[src/rtl/alu_arbiter.sv]
// Two-requester round-robin front end for one shared combinational ALU.
// Results are registered and returned to the winning requester through a valid/ready response.
module alu_arbiter #(
    parameter int DATA_WIDTH    = 32,
    parameter int OPCODE_LENGTH = 4
) (
    input  logic                         clk,
    input  logic                         rst_n,
    input  logic [1:0]                   req_valid,
    output logic [1:0]                   req_ready,
    input  logic [2*DATA_WIDTH-1:0]      req_a,
    input  logic [2*DATA_WIDTH-1:0]      req_b,
    input  logic [2*OPCODE_LENGTH-1:0]   req_op,
    output logic [1:0]                   rsp_valid,
    input  logic [1:0]                   rsp_ready,
    output logic [DATA_WIDTH-1:0]        rsp_result,
    output logic                         rsp_zero,
    output logic                         busy,
    output logic [DATA_WIDTH-1:0]        alu_srca,
    output logic [DATA_WIDTH-1:0]        alu_srcb,
    output logic [OPCODE_LENGTH-1:0]     alu_op,
    input  logic [DATA_WIDTH-1:0]        alu_result,
    input  logic                         alu_zero
);

    typedef enum logic {IDLE, RESP} state_t;

    state_t                  state, state_nxt;
    logic                    prio, prio_nxt;
    logic                    owner, owner_nxt;
    logic [DATA_WIDTH-1:0]   result_nxt;
    logic                    zero_nxt;
    logic                    can_issue;
    logic                    grant;
    logic                    gidx;
    logic                    upper_zero;
    logic                    is_compare;

    // Compare opcodes are 1010..1111; wider opcode fields must have zero upper bits to qualify.
    if (OPCODE_LENGTH > 4) begin : g_wide_op
        assign upper_zero = ~|alu_op[OPCODE_LENGTH-1:4];
    end else begin : g_narrow_op
        assign upper_zero = 1'b1;
    end

    assign is_compare = upper_zero & alu_op[3] & (alu_op[2] | alu_op[1]);

    // Grant is suppressed while reset is held so req_ready and the ALU operands stay at zero.
    always_comb begin
        can_issue = (state == IDLE) || rsp_ready[owner];
        grant     = 1'b0;
        gidx      = 1'b0;
        if (rst_n && can_issue) begin
            if (req_valid == 2'b11) begin
                grant = 1'b1;
                gidx  = prio;
            end else if (req_valid[0]) begin
                grant = 1'b1;
                gidx  = 1'b0;
            end else if (req_valid[1]) begin
                grant = 1'b1;
                gidx  = 1'b1;
            end
        end
    end

    always_comb begin
        req_ready = 2'b00;
        alu_srca  = '0;
        alu_srcb  = '0;
        alu_op    = '0;
        if (grant) begin
            req_ready = gidx ? 2'b10 : 2'b01;
            alu_srca  = gidx ? req_a[DATA_WIDTH +: DATA_WIDTH] : req_a[0 +: DATA_WIDTH];
            alu_srcb  = gidx ? req_b[DATA_WIDTH +: DATA_WIDTH] : req_b[0 +: DATA_WIDTH];
            alu_op    = gidx ? req_op[OPCODE_LENGTH +: OPCODE_LENGTH]
                             : req_op[0 +: OPCODE_LENGTH];
        end
    end

    // A new grant overwrites the held response in the same edge the old one is accepted.
    always_comb begin
        state_nxt  = state;
        prio_nxt   = prio;
        owner_nxt  = owner;
        result_nxt = rsp_result;
        zero_nxt   = rsp_zero;
        if (grant) begin
            result_nxt = alu_result;
            zero_nxt   = is_compare ? alu_zero : (alu_result == '0);
            owner_nxt  = gidx;
            prio_nxt   = ~gidx;
            state_nxt  = RESP;
        end else if ((state == RESP) && rsp_ready[owner]) begin
            state_nxt = IDLE;
        end
    end

    always_ff @(posedge clk or negedge rst_n) begin
        if (!rst_n) begin
            state      <= IDLE;
            prio       <= 1'b0;
            owner      <= 1'b0;
            rsp_result <= '0;
            rsp_zero   <= 1'b0;
        end else begin
            state      <= state_nxt;
            prio       <= prio_nxt;
            owner      <= owner_nxt;
            rsp_result <= result_nxt;
            rsp_zero   <= zero_nxt;
        end
    end

    assign busy      = (state == RESP);
    assign rsp_valid = (state == RESP) ? (owner ? 2'b10 : 2'b01) : 2'b00;

endmodule

[config.mk]
export PLATFORM = sky130hd
export DESIGN_NAME = alu_arbiter
export DESIGN_NICKNAME = d
export VERILOG_FILES = /design/src/rtl/alu_arbiter.sv
export SDC_FILE = /design/constraint.sdc
export NUM_CORES = 1
export LEC_CHECK = 0
export CAP_MARGIN = 20
export CORE_AREA = 3 3 108 110
export DETAILED_ROUTE_END_ITERATION = 6
export DIE_AREA = 0 0 111 113
export PLACE_DENSITY_LB_ADDON = 0.2
export SLEW_MARGIN = 20
export SYNTH_ARGS = -nofsm -noshare
export SYNTH_HDL_FRONTEND = slang
export SYNTH_SLANG_ARGS = --single-unit
[constraint.sdc]
create_clock -name clk -period 5 [get_ports clk]
set_input_delay 0.5 -clock clk [delete_from_list [all_inputs] [get_ports clk]]
set_output_delay 0.5 -clock clk [all_outputs]
set_load 0.01 [all_outputs]
==> run_results.csv, run 1 <==
group,metric,value,unit
logic_synthesis,synth_cells,192,
finish,final_nets,640,
critical_path,crit_buf_inv,3,
flow_run,maxCapViolCount,0,
critical_path,slowest_stage,"nor2_4",
grt,grt_pass1_wl,16400,um
timing,fmax,275,MHz
finish,layout_commonest_cell,"clkdlybuf4s50_1",
route,detail_route.first_pass.iterations,6,
grt,grt_overflow,0,
critical_path,critical_path.top_delay_family,"buffers and inverters",
floorplanning,die_x,111,um
placement,hpwl,9140,um
clock_network,numCtsBuffers,5,
clock_network,cts_tree,"yes",
placement,gp_congestion,0.825,
route,vias_per_cell,4.62,
route,vias,2799,
grt,grt_max_degree,38,
timing,rsz0062_at_grt,"false",
timing,fin_crit,3640,ps
route,wl_per_cell,18.1,um
grt,antenna_found_initial,1,
logic_synthesis,netlist-cell-type-count,27,
route,drt_wl_total,11000,um
logic_synthesis,ys_seq_elements,36,
grt,grt_pass1_vias,2880,
power_and_ir_drop,vdd_drop_max,168,uV
critical_path,critPathArrivalTime,3140,ps
clock_network,cts-htree-levels,2,
finish,syn_to_final_growth,135,%
finish,drive_above_1_share,10.5,%
logic_synthesis,syn_avg_cell_area,11.6,um^2
critical_path,cp_max_fo,35,
clock_network,cts.sinks,36,
timing,fin_worst_skew,7.77,ps
hold_path,min_path_type,"in -> async",
logic_synthesis,synth.net_count,367,
logic_synthesis,ys_seq_area_share,40.5,%
critical_path,end_kind,"primary output",
timing,slew_headroom,44.9,%
critical_path,required,4500,ps
logic_synthesis,yosys_warnings,0,
route,drt_iter0_markers,195,
floorplanning,die_area,0.0125,mm^2
finish,layout_common_cells,"clkdlybuf4s50_1 (279), a22o_1 (65), dfrtp_1 (36)",
floorplanning,pin_count,281,
critical_path,setup.worst_path.start_class,"primary input",
floorplanning,die_h,113,um
timing,final_hold_viol_count,0,
timing,fin_hold_ws,312,ps
timing,setup_violations,0,
timing,slew_viol_final,0,
power_and_ir_drop,p_leak,2.02,nW
critical_path,crit_type,"in -> out",
power_and_ir_drop,p_total,1.29,mW
power_and_ir_drop,powerDensity,246,mW/mm^2
floorplanning,start_util,20.6,%
placement,portBuffers,280,
outcome,outcome,"finished clean",
floorplanning,num_rows,38,
route,remaining_drc_errors,0,
clock_network,clockBufferDepth,2,
critical_path,slowest_delay,650,ps
floorplanning,core,0.0108,mm^2
clock_network,cts_resized,0,
clock_network,root_buffer,"clkbuf_8",
clock_network,clkLatencyLatePin,280,ps
critical_path,path_common_cell,"clkdlybuf4s50_1",
finish,n_antenna_cell,0,
timing,period_share,72.9,%
clock_network,ctsHoldBuffers,0,
critical_path,crit_chain,"clkdlybuf4s50_1 > mux2_4 > o21ai_4 > nor2_4 > buf_4 > a22o_1 > clkdlybuf4s50_1",
clock_network,post_cts_buffers,0,
timing,fin_setup_tns,0,ps
logic_synthesis,syn_area,0.00222,mm^2
timing,worst_pin_slew,825,ps
route,antenna_left,0,
grt,grt.total_usage,16.4,%
clock_network,path_clk_slew,70,ps
==> worst paths after layout <==
kind	endpoint	start	cells after the start	slack (ps)
min reg2reg	rsp_result[12]$_DFFE_PN0P_	rsp_result[12]$_DFFE_PN0P_	1	510
min in group clk	rsp_result[12]$_DFFE_PN0P_	rsp_result[12]$_DFFE_PN0P_	1	510
max in group asynchronous	rsp_result[27]$_DFFE_PN0P_	rst_n	2	4350
max	alu_srca[22]	rsp_ready[1]	7	1360
max reg2reg	rsp_result[27]$_DFFE_PN0P_	owner$_DFFE_PN0P_	4	3080
min	rsp_result[13]$_DFFE_PN0P_	rst_n	2	310
==> synth_stat cells (all sizes together) <==
library cell	instances	area share, %
a22o	65	26
dfrtp	36	41
mux2	33	17
buf	16	4.9
nor4	8	2.3
nor2	6	1.0
a32oi	4	1.6
a21o	3	1.0
o21ai	3	1.2
and4	2	0.79
clkbuf	2	0.34
inv	2	0.34
or2	2	0.56
a21boi	1	0.34
a21oi	1	0.22
a31oi	1	0.28
and2	1	0.28
mux2i	1	0.45
nand2	1	0.17
nand2b	1	0.28
nor2b	1	0.28
o311ai	1	0.39
or4	1	0.34
==> sequential cells by signal (all words and copies together) (netlist names) <==
signal,count
rsp_result,32
busy,1
owner,1
prio,1
rsp_zero,1
==> layout make-up <==
cell class / instances / area (um^2)
fill: 985 / 5570
timing repair buffer: 284 / 2840
multi-input combinational: 136 / 1210
sequential: 36 / 901
tap: 140 / 175
clock buffer: 7 / 76.3
clock inverter: 1 / 8.76
inverter: 2 / 7.51
==> per-stage QoR <==
step / worst slack, ps / std cells / utilization (%) / instance area [um^2]
detailed placement: 1320 / 598 / 47.6 / 5140
global placement: 1400 / 598 / 47.6 / 5140
floorplan: 2910 / 192 / - / 2220
finish: 1360 / 606 / 48.4 / 5220
global route: 1150 / 606 / 48.4 / 5220
CTS: 1310 / 606 / 48.4 / 5220
==> routing by layer <==
| metal | GRT usage (%) | vias to the layer above | part of all wire (%) |
|---|---|---|---|
| li1 | - | 1321 | - |
| met1 | 18.7 | 1323 | 37 |
| met2 | 30.1 | 143 | 53 |
| met3 | 5.45 | 10 | 8.6 |
| met4 | 2.79 | 2 | 1.0 |
| met5 | 0 | - | 0.12 |
==> power by group <==
group / switching, mW / total (mW) / leakage (nW) / internal (mW)
registers: 0.0388 / 0.401 / 0.422 / 0.362
logic: 0.244 / 0.681 / 1.56 / 0.438
clock network: 0.104 / 0.203 / 0.0424 / 0.0996
total: 0.386 / 1.29 / 2.02 / 0.900
==> logic make-up (layout without fill, tap and decap cells) <==
logic type,Yosys count,in the layout,synth area share (%)
compound gates,79,79,30.6
flops,36,36,40.5
mux,34,34,17.3
buf+inv,20,294,5.57
simple gates,23,23,5.97
No activity file was read; power rests on OpenSTA's default activity.
==> run 2, diff against run 1 <==
CORE_AREA = 3 3 109 111   (was 3 3 108 110)
DIE_AREA = 0 0 112 114   (was 0 0 111 113)
clock period = 3.5 ns   (was 5 ns; I/O delays follow)
==> run_results.csv, run 2 (same netlist as run 1, synthesis figures left out) <==
group,metric,value,unit
critical_path,reg2regPathDepth,4,
critical_path,end_kind,"primary output",
timing,fin_ws,514,ps
route,drt_iter0_markers,113,
route,remaining_drc_errors,0,
clock_network,cts_tree,"yes",
clock_network,cts_resized,0,
grt,grt_overflow,0,
power_and_ir_drop,p_total,1.84,mW
critical_path,setup.worst_path.start_class,"primary input",
critical_path,worstReg2RegEnd,"rsp_result[14]$_DFFE_PN0P_",
floorplanning,pin_count,281,
power_and_ir_drop,vdd_drop_max,263,uV
outcome,outcome,"finished clean",
grt,grt_pass1_wl,16300,um
floorplanning,core,0.0109,mm^2
hold_path,min_path_type,"in -> async",
finish,syn_to_final_growth,136,%
timing,rsz0062_at_grt,"false",
placement,place_area,0.00516,mm^2
power_and_ir_drop,powerDensity,350,mW/mm^2
power_and_ir_drop,p_leak,2.04,nW
route,vias,2795,
finish,drive_above_1_share,11.1,%
timing,final_hold_viol_count,0,
route,detail_route.first_pass.iterations,4,
finish,n_antenna_cell,0,
timing,period_share,85.3,%
flow_run,maxCapViolCount,0,
grt,grt_max_degree,43,
clock_network,clockBufferDepth,2,
timing,fin_setup_tns,0,ps
clock_network,ctsHoldBuffers,0,
critical_path,critPathArrivalTime,2640,ps
timing,setup_violations,0,
grt,grt.total_usage,16.0,%
critical_path,crit_type,"in -> out",
grt,grt_pass1_vias,2934,
route,antenna_left,0,
critical_path,cp_max_fo,42,
critical_path,ff2ff_setup_slack,1740,ps
critical_path,required,3150,ps
clock_network,path_clk_slew,80,ps
critical_path,worstReg2RegStart,"owner$_DFFE_PN0P_",
clock_network,cts.sinks,36,
floorplanning,die_x,112,um
floorplanning,die_h,114,um
placement,portBuffers,280,
timing,fmax,335,MHz
timing,fin_worst_skew,10.1,ps
route,wl_per_cell,18.3,um
floorplanning,die_area,0.0128,mm^2
floorplanning,start_util,20.4,%
floorplanning,num_rows,38,
clock_network,cts-htree-levels,2,
route,vias_per_cell,4.59,
placement,place_ws,524,ps
finish,layout_commonest_cell,"clkdlybuf4s50_1",
finish,finalInstanceArea,0.00525,mm^2
placement,gp_congestion,0.805,
timing,worst_pin_slew,473,ps
timing,slew_viol_final,0,
route,drt_wl_total,11100,um
finish,largest_reg_flops,32,
placement,hpwl,9370,um
clock_network,clkLatencyLatePin,280,ps
timing,fin_crit,2990,ps
finish,layout_common_cells,"clkdlybuf4s50_1 (279), a22o_1 (65), dfrtp_1 (36)",
grt,antenna_found_initial,1,
timing,slew_headroom,68.4,%
finish,final_nets,643,
finish,top_register,"rsp_result",
clock_network,root_buffer,"clkbuf_8",
clock_network,post_cts_buffers,0,
clock_network,numCtsBuffers,5,
finish,fillCellCount,1049,
-- run 2: cell types whose count changed in the layout (fill, tap and decap cells not counted), sizes merged --
cell / before / now
buf: 5 / 8
-- run 2: worst max-delay path by stage --
stage	startpoint	endpoint	slack (ps)	depth (start not counted)
after floorplan	owner$_DFFE_PN0P_	alu_srca[0]	1600	6
after global placement	req_valid[1]	alu_srca[29]	610	6
after detailed placement	req_valid[1]	alu_srca[29]	520	6
after CTS	req_valid[1]	alu_srca[29]	510	6
after global routing	req_valid[1]	alu_srca[29]	380	6
final	req_valid[1]	alu_srca[29]	510	6
-- run 2: layer usage --
layer	track usage [%]	part of all wire (%)	vias to the layer above	wire [um]
li1	-	-	1325	-
met3	5.57	9.1	10	1010
met1	17.9	37	1314	4110
met2	30.1	53	144	5900
met5	0	0.18	-	20
met4	2.24	0.82	2	91
-- run 2: power breakdown --
| group | switching (mW) | internal (mW) |
|---|---|---|
| combinational | 0.347 | 0.629 |
| clock | 0.145 | 0.142 |
| sequential | 0.0550 | 0.518 |
| total | 0.547 | 1.29 |
-- run 2: worst max-delay path, cell delays in order --
cell,delay (ps)
clkdlybuf4s50_1,520
a21boi_1,370
nor2b_4,220
buf_4,390
a22o_1,230
clkdlybuf4s50_1,560
-- run 2: cell type report --
cell class	instances	area [um^2]	area share (%)
Sequential cell	36	901	17.2
Inverter	2	7.51	0.143
Tap cell	140	175	3.34
Multi-Input combinational cell	136	1210	23.1
Timing Repair Buffer	287	2860	54.6
Clock inverter	1	8.76	0.167
Clock buffer	7	76.3	1.46
-- run 2: through the flow --
stage	utilization, %	instances	hold WS (ps)
5_1_grt	48.2	609	184
4_1_cts	48.2	609	171
6_report	48.2	609	159
2_1_floorplan	-	192	54.4
3_3_place_gp	47.4	601	481
3_5_place_dp	47.4	601	477
